[src/rtl/fetch_bus_if_pkg.sv]
// Shared definitions for the instruction-fetch bus interface: the FSM state
// type, default word widths and the instruction used when a fetch is discarded.
package fetch_bus_if_pkg;

  localparam int FETCH_ADDR_W = 30;
  localparam int FETCH_DATA_W = 32;

  // addi x0, x0, 0 -- fed to the IF register whenever a fetched word is dropped
  localparam logic [31:0] ISA_NOP = 32'h0000_0013;

  typedef enum logic [1:0] {
    IDLE,
    REQ,
    ACCESS,
    HOLD
  } fetch_state_t;

endpackage

[src/rtl/fetch_bus_if.sv]
// Instruction-fetch bus interface: turns an IF-stage fetch into one bus read
// transaction and holds the returned word while the pipeline is stalled.
module fetch_bus_if
  import fetch_bus_if_pkg::*;
#(
  parameter int ADDR_W = FETCH_ADDR_W,
  parameter int DATA_W = FETCH_DATA_W
) (
  input  logic              clk,
  input  logic              rst,
  input  logic [ADDR_W-1:0] addr,
  input  logic              req_en,
  input  logic              stall,
  input  logic              flush,
  output logic [DATA_W-1:0] rd_data,
  output logic              busy,
  output logic              bus_req,
  input  logic              bus_grnt,
  output logic              bus_as,
  output logic              bus_rw,
  output logic [ADDR_W-1:0] bus_addr,
  input  logic              bus_rdy,
  input  logic [DATA_W-1:0] bus_rd_data
);

  localparam logic [DATA_W-1:0] NOP_WORD = DATA_W'(ISA_NOP);

  fetch_state_t      state;
  fetch_state_t      state_next;
  logic [ADDR_W-1:0] addr_q;
  logic [DATA_W-1:0] hold_q;
  logic [DATA_W-1:0] hold_next;
  logic              hold_load;
  logic              addr_load;
  logic              discard_q;
  logic              discard_next;
  logic              first_q;
  logic              first_next;

  always_ff @(posedge clk) begin
    if (rst) begin
      state     <= IDLE;
      addr_q    <= '0;
      hold_q    <= NOP_WORD;
      discard_q <= 1'b0;
      first_q   <= 1'b0;
    end else begin
      state     <= state_next;
      discard_q <= discard_next;
      first_q   <= first_next;
      if (addr_load) begin
        addr_q <= addr;
      end
      if (hold_load) begin
        hold_q <= hold_next;
      end
    end
  end

  // A flush while the bus read is in flight cannot abort it; the word is
  // instead replaced by a NOP when it arrives (discard_q or a same-cycle flush).
  always_comb begin
    state_next   = state;
    busy         = 1'b0;
    bus_req      = 1'b0;
    bus_as       = 1'b0;
    rd_data      = hold_q;
    addr_load    = 1'b0;
    hold_load    = 1'b0;
    hold_next    = hold_q;
    discard_next = discard_q;
    first_next   = 1'b0;

    unique case (state)
      IDLE: begin
        if (req_en && !flush) begin
          busy       = 1'b1;
          addr_load  = 1'b1;
          state_next = REQ;
        end
      end

      REQ: begin
        bus_req = 1'b1;
        busy    = 1'b1;
        if (bus_grnt) begin
          state_next   = ACCESS;
          discard_next = flush;
          first_next   = 1'b1;
        end else if (flush) begin
          state_next = IDLE;
        end
      end

      ACCESS: begin
        bus_req = 1'b1;
        bus_as  = first_q;
        if (bus_rdy) begin
          hold_load    = 1'b1;
          discard_next = 1'b0;
          if (discard_q || flush) begin
            rd_data    = NOP_WORD;
            hold_next  = NOP_WORD;
            state_next = IDLE;
          end else begin
            rd_data    = bus_rd_data;
            hold_next  = bus_rd_data;
            state_next = stall ? HOLD : IDLE;
          end
        end else begin
          busy = 1'b1;
          if (flush) begin
            discard_next = 1'b1;
          end
        end
      end

      HOLD: begin
        if (flush) begin
          hold_load  = 1'b1;
          hold_next  = NOP_WORD;
          state_next = IDLE;
        end else if (!stall) begin
          state_next = IDLE;
        end
      end

      default: begin
        state_next = IDLE;
      end
    endcase
  end

  assign bus_rw   = 1'b1;
  assign bus_addr = addr_q;

endmodule
[config.mk]
export PLATFORM = sky130hd
export DESIGN_NAME = fetch_bus_if
export DESIGN_NICKNAME = d
export VERILOG_FILES = /design/src/rtl/fetch_bus_if_pkg.sv /design/src/rtl/fetch_bus_if.sv
export SDC_FILE = /design/constraint.sdc
export NUM_CORES = 1
export LEC_CHECK = 0
export CAP_MARGIN = 20
export CORE_UTILIZATION = 41
export DETAILED_ROUTE_END_ITERATION = 10
export PLACE_DENSITY = 0.86
export SYNTH_ARGS = -nofsm -noshare
export SYNTH_HDL_FRONTEND = slang
export SYNTH_SLANG_ARGS = --single-unit
[constraint.sdc]
create_clock -name clk -period 2.1 [get_ports clk]
set_clock_uncertainty 0.1 [all_clocks]
set_input_delay 0.21 -clock clk [delete_from_list [all_inputs] [get_ports clk]]
set_output_delay 0.21 -clock clk [all_outputs]
set_load 0.05 [all_outputs]
==> flow_summary.toml <==
[status]
outcome = "completed"

[yosys]
ys_seq_area_share_pct = 45.7
synthesis.yosys.warnings = 0
synth_cells = 335
yosys.area_share.simple_pct = 16.6
synth.top_cells.by_area = "sky130_fd_sc_hd__dfxtp_1 46%, sky130_fd_sc_hd__a32o_1 10%, sky130_fd_sc_hd__a32oi_1 9.1%, sky130_fd_sc_hd__nand2_1 8.7%, sky130_fd_sc_hd__a21oi_1 6.6%"
yosys.area_share.xor_xnor_pct = 0
yosys_register_bits = 66
synth_nets = 410
synth_area_leader_cell = "sky130_fd_sc_hd__dfxtp_1"
yosysTopAreaCellShare_pct = 45.7
synth_top_family_by_area = "compound AO/OA/AOI/OAI gates"
synth_fa_ha_area_share_pct = 2.60
post_synth.cell_area_avg_sq_um = 8.63
synth.lib_cells_used.distinct = 29
syn-cell-area_sq_um = 2890
synth_compound_area_share_pct = 28.5
synth.mux.area_fraction_pct = 0

[clock_tree]
tritoncts.num_buffers = 9
max-clock-path-buffers = 2
tritoncts_num_sinks = 66
cts_tree = "yes"
htreeDepth = 3
cts_hold_buf = 0
path_clk_slew_ps = 70
clock_latency_reported_for_the_late_side_of_the_worst_skew_pair_ps = 330
clock_tree.root_cell = "sky130_fd_sc_hd__clkbuf_8"
post_cts.repair.setup_buffers = 0

[worst_hold_path]
hold_class = "input port to register"
min_from = "rst"

[global_route]
grt_pass1_wl_um = 13300
grt.total_usage_pct = 22.4
global_route.overflow_total = 0
number_of_global_route_vias_before_repair = 2925
antenna_found_initial = 0
largest_net_degree_at_the_start_of_global_routing = 59

[flow_run]
max_cap_violations = 0

[power_and_ir_drop]
powerDensity_nw_per_um2 = 688
total_power_mw = 3.14
cellLeakagePower_nw = 1.78
peakVddDrop_uv = 533

[timing]
slew_headroom_pct = 64.9
finalHoldViolations = 0
maxSlewViolCount = 0
final_min_period_over_clock_period_pct = 95.9
timing.final.setup_violations = 0
post-route-min-period_ps = 2010
rsz0062_at_grt = "false"
worst-slew-pin-transition_ps = 524
clock.fmax_mhz = 497
tns_ps = 0

[floorplanning]
chipHeight_um = 86.0
floorplan.core_area_sq_um = 6790
io-pin-count = 135
die_outline_width_um = 86.0
placementRows = 30
dieArea_sq_um = 7390
floorplan.initialDensity_pct = 42.6

[cells_and_area]
n_antenna_cell = 0
area.growth.synth_to_final_pct = 57.8
most_frequent_standard_cell_in_the_layout_excluding_fill_and_tap_cells = "sky130_fd_sc_hd__clkdlybuf4s50_1"
final_net_count = 532
final_cell_mix = "97 x sky130_fd_sc_hd__clkdlybuf4s50_1, 67 x sky130_fd_sc_hd__nand2_1, 65 x sky130_fd_sc_hd__dfxtp_1, 40 x sky130_fd_sc_hd__buf_4, 36 x sky130_fd_sc_hd__a21oi_1"
drive_gt1_share_pct = 19.3

[critical_path]
timing.critical_path.from_type = "register"
worst_setup_path_startpoint = "state[1]$_SDFFE_PP0P_"
critical_path.endpoint_type = "output port"
timing.critical_path.arrival_ps = 1700
cp_data_required_time_ps = 1790
worstPathMaxFanout = 8
regToRegStartpoint = "state[1]$_SDFFE_PP0P_"
path_class = "register to output port"

[drt]
drtAntennaViolNets = 0
routed_wirelength_um = 8300
drt_first_iter_violations = 93
wl_per_cell_um = 14.9
residual_drc = 0
dr_total_vias = 3008
firstDrtPassIters = 4
drt_via_density = 5.39

[place]
place_congestion = 0.916
placement.io_buffers = 133
place.detailed.hpwl_um = 5630
==> repair_timing <==
action | CTS | global route
pin swaps | 0 | 1
endpoints found under the setup margin | 32 | 33
resized for setup | 8 | 3
==> cell families after synthesis <==
group / after synthesis
AO/OA/AOI/OAI: 108
AND/OR/NAND/NOR: 116
adder cells (fa/ha/maj): 6
buffers and inverters: 38
flip-flops: 66
other: 1
==> sequential cells by signal, summed over array words and instances, names as in the netlist <==
| register | cells |
|---|---|
| hold_q | 32 |
| bus_addr | 30 |
| discard_q | 1 |
| first_q | 1 |
| state | 2 |
==> layout make-up <==
| cell class | instances | area, sq um |
|---|---|---|
| tap | 96 | 120 |
| sequential | 66 | 1320 |
| multi-input combinational | 231 | 1440 |
| inverter | 3 | 11.3 |
| timing repair buffer | 146 | 1430 |
| fill | 531 | 2230 |
| clock inverter | 4 | 72.6 |
| clock buffer | 12 | 165 |
==> path summary, 6_finish.rpt <==
check | endpoint | slack (ps) | cells after the start
hold / removal | hold_q[20]$_SDFFE_PP0P_ | 80 | 2
hold reg to reg | bus_addr[0]$_SDFFE_PP0P_ | 350 | 2
setup / recovery | rd_data[4] | 90 | 5
setup reg to reg | state[1]$_SDFFE_PP0P_ | 240 | 6
==> worst max-delay path, stage by stage, from the launching register on <==
cell	delay (ps)
sky130_fd_sc_hd__dfxtp_1	430
sky130_fd_sc_hd__ha_4	210
sky130_fd_sc_hd__buf_4	160
sky130_fd_sc_hd__and2_2	220
sky130_fd_sc_hd__a2bb2oi_2	200
sky130_fd_sc_hd__buf_12	160
==> cells in the mapped netlist <==
cell type / count
sky130_fd_sc_hd__inv_1: 3
sky130_fd_sc_hd__o21ai_0: 2
sky130_fd_sc_hd__nor2_1: 36
sky130_fd_sc_hd__buf_4: 2
sky130_fd_sc_hd__buf_6: 3
sky130_fd_sc_hd__o211ai_1: 3
sky130_fd_sc_hd__or4_1: 1
sky130_fd_sc_hd__dfxtp_1: 66
sky130_fd_sc_hd__nor2b_1: 1
sky130_fd_sc_hd__buf_2: 11
sky130_fd_sc_hd__or3_1: 1
sky130_fd_sc_hd__and2_1: 3
sky130_fd_sc_hd__and3b_1: 1
sky130_fd_sc_hd__or2_1: 1
sky130_fd_sc_hd__ha_1: 6
sky130_fd_sc_hd__conb_1: 1
sky130_fd_sc_hd__a21o_1: 1
sky130_fd_sc_hd__a21oi_1: 38
sky130_fd_sc_hd__a2111oi_0: 1
sky130_fd_sc_hd__a31oi_1: 1
sky130_fd_sc_hd__a32o_1: 29
sky130_fd_sc_hd__nand2b_4: 1
sky130_fd_sc_hd__a2bb2oi_1: 3
sky130_fd_sc_hd__nand2_1: 67
sky130_fd_sc_hd__or2_2: 1
sky130_fd_sc_hd__nand2b_1: 2
sky130_fd_sc_hd__clkbuf_1: 19
sky130_fd_sc_hd__a32oi_1: 30
sky130_fd_sc_hd__nand3b_1: 1
==> power by group <==
group	total, mW	internal (mW)	switching (mW)	leakage (nW)
combinational	0.590	0.256	0.334	1.13
sequential	1.31	1.29	0.0230	0.535
clock	1.24	0.764	0.472	0.119
==> routing by layer <==
metal	part of all wire, %	GRT usage, %
met1	42	26.3
met2	48	38.5
met3	8.4	6.26
met4	1.6	9.09
met5	0	0
==> through the flow <==
step | area [sq um] | cells | worst slack, ps | utilization [%] | hold slack [ps]
5_1_grt | 4560 | 558 | 9.97 | 67.2 | 92.2
4_1_cts | 4550 | 558 | 6.94 | 67.0 | 72.1
3_5_place_dp | 4280 | 542 | 117 | 63.1 | 348
3_3_place_gp | 4280 | 542 | 144 | 63.1 | 341
2_1_floorplan | 2910 | 335 | -57.2 | - | 231
6_report | 4560 | 558 | 86.8 | 67.2 | 82.1
No activity file was read; power rests on OpenSTA's default activity.
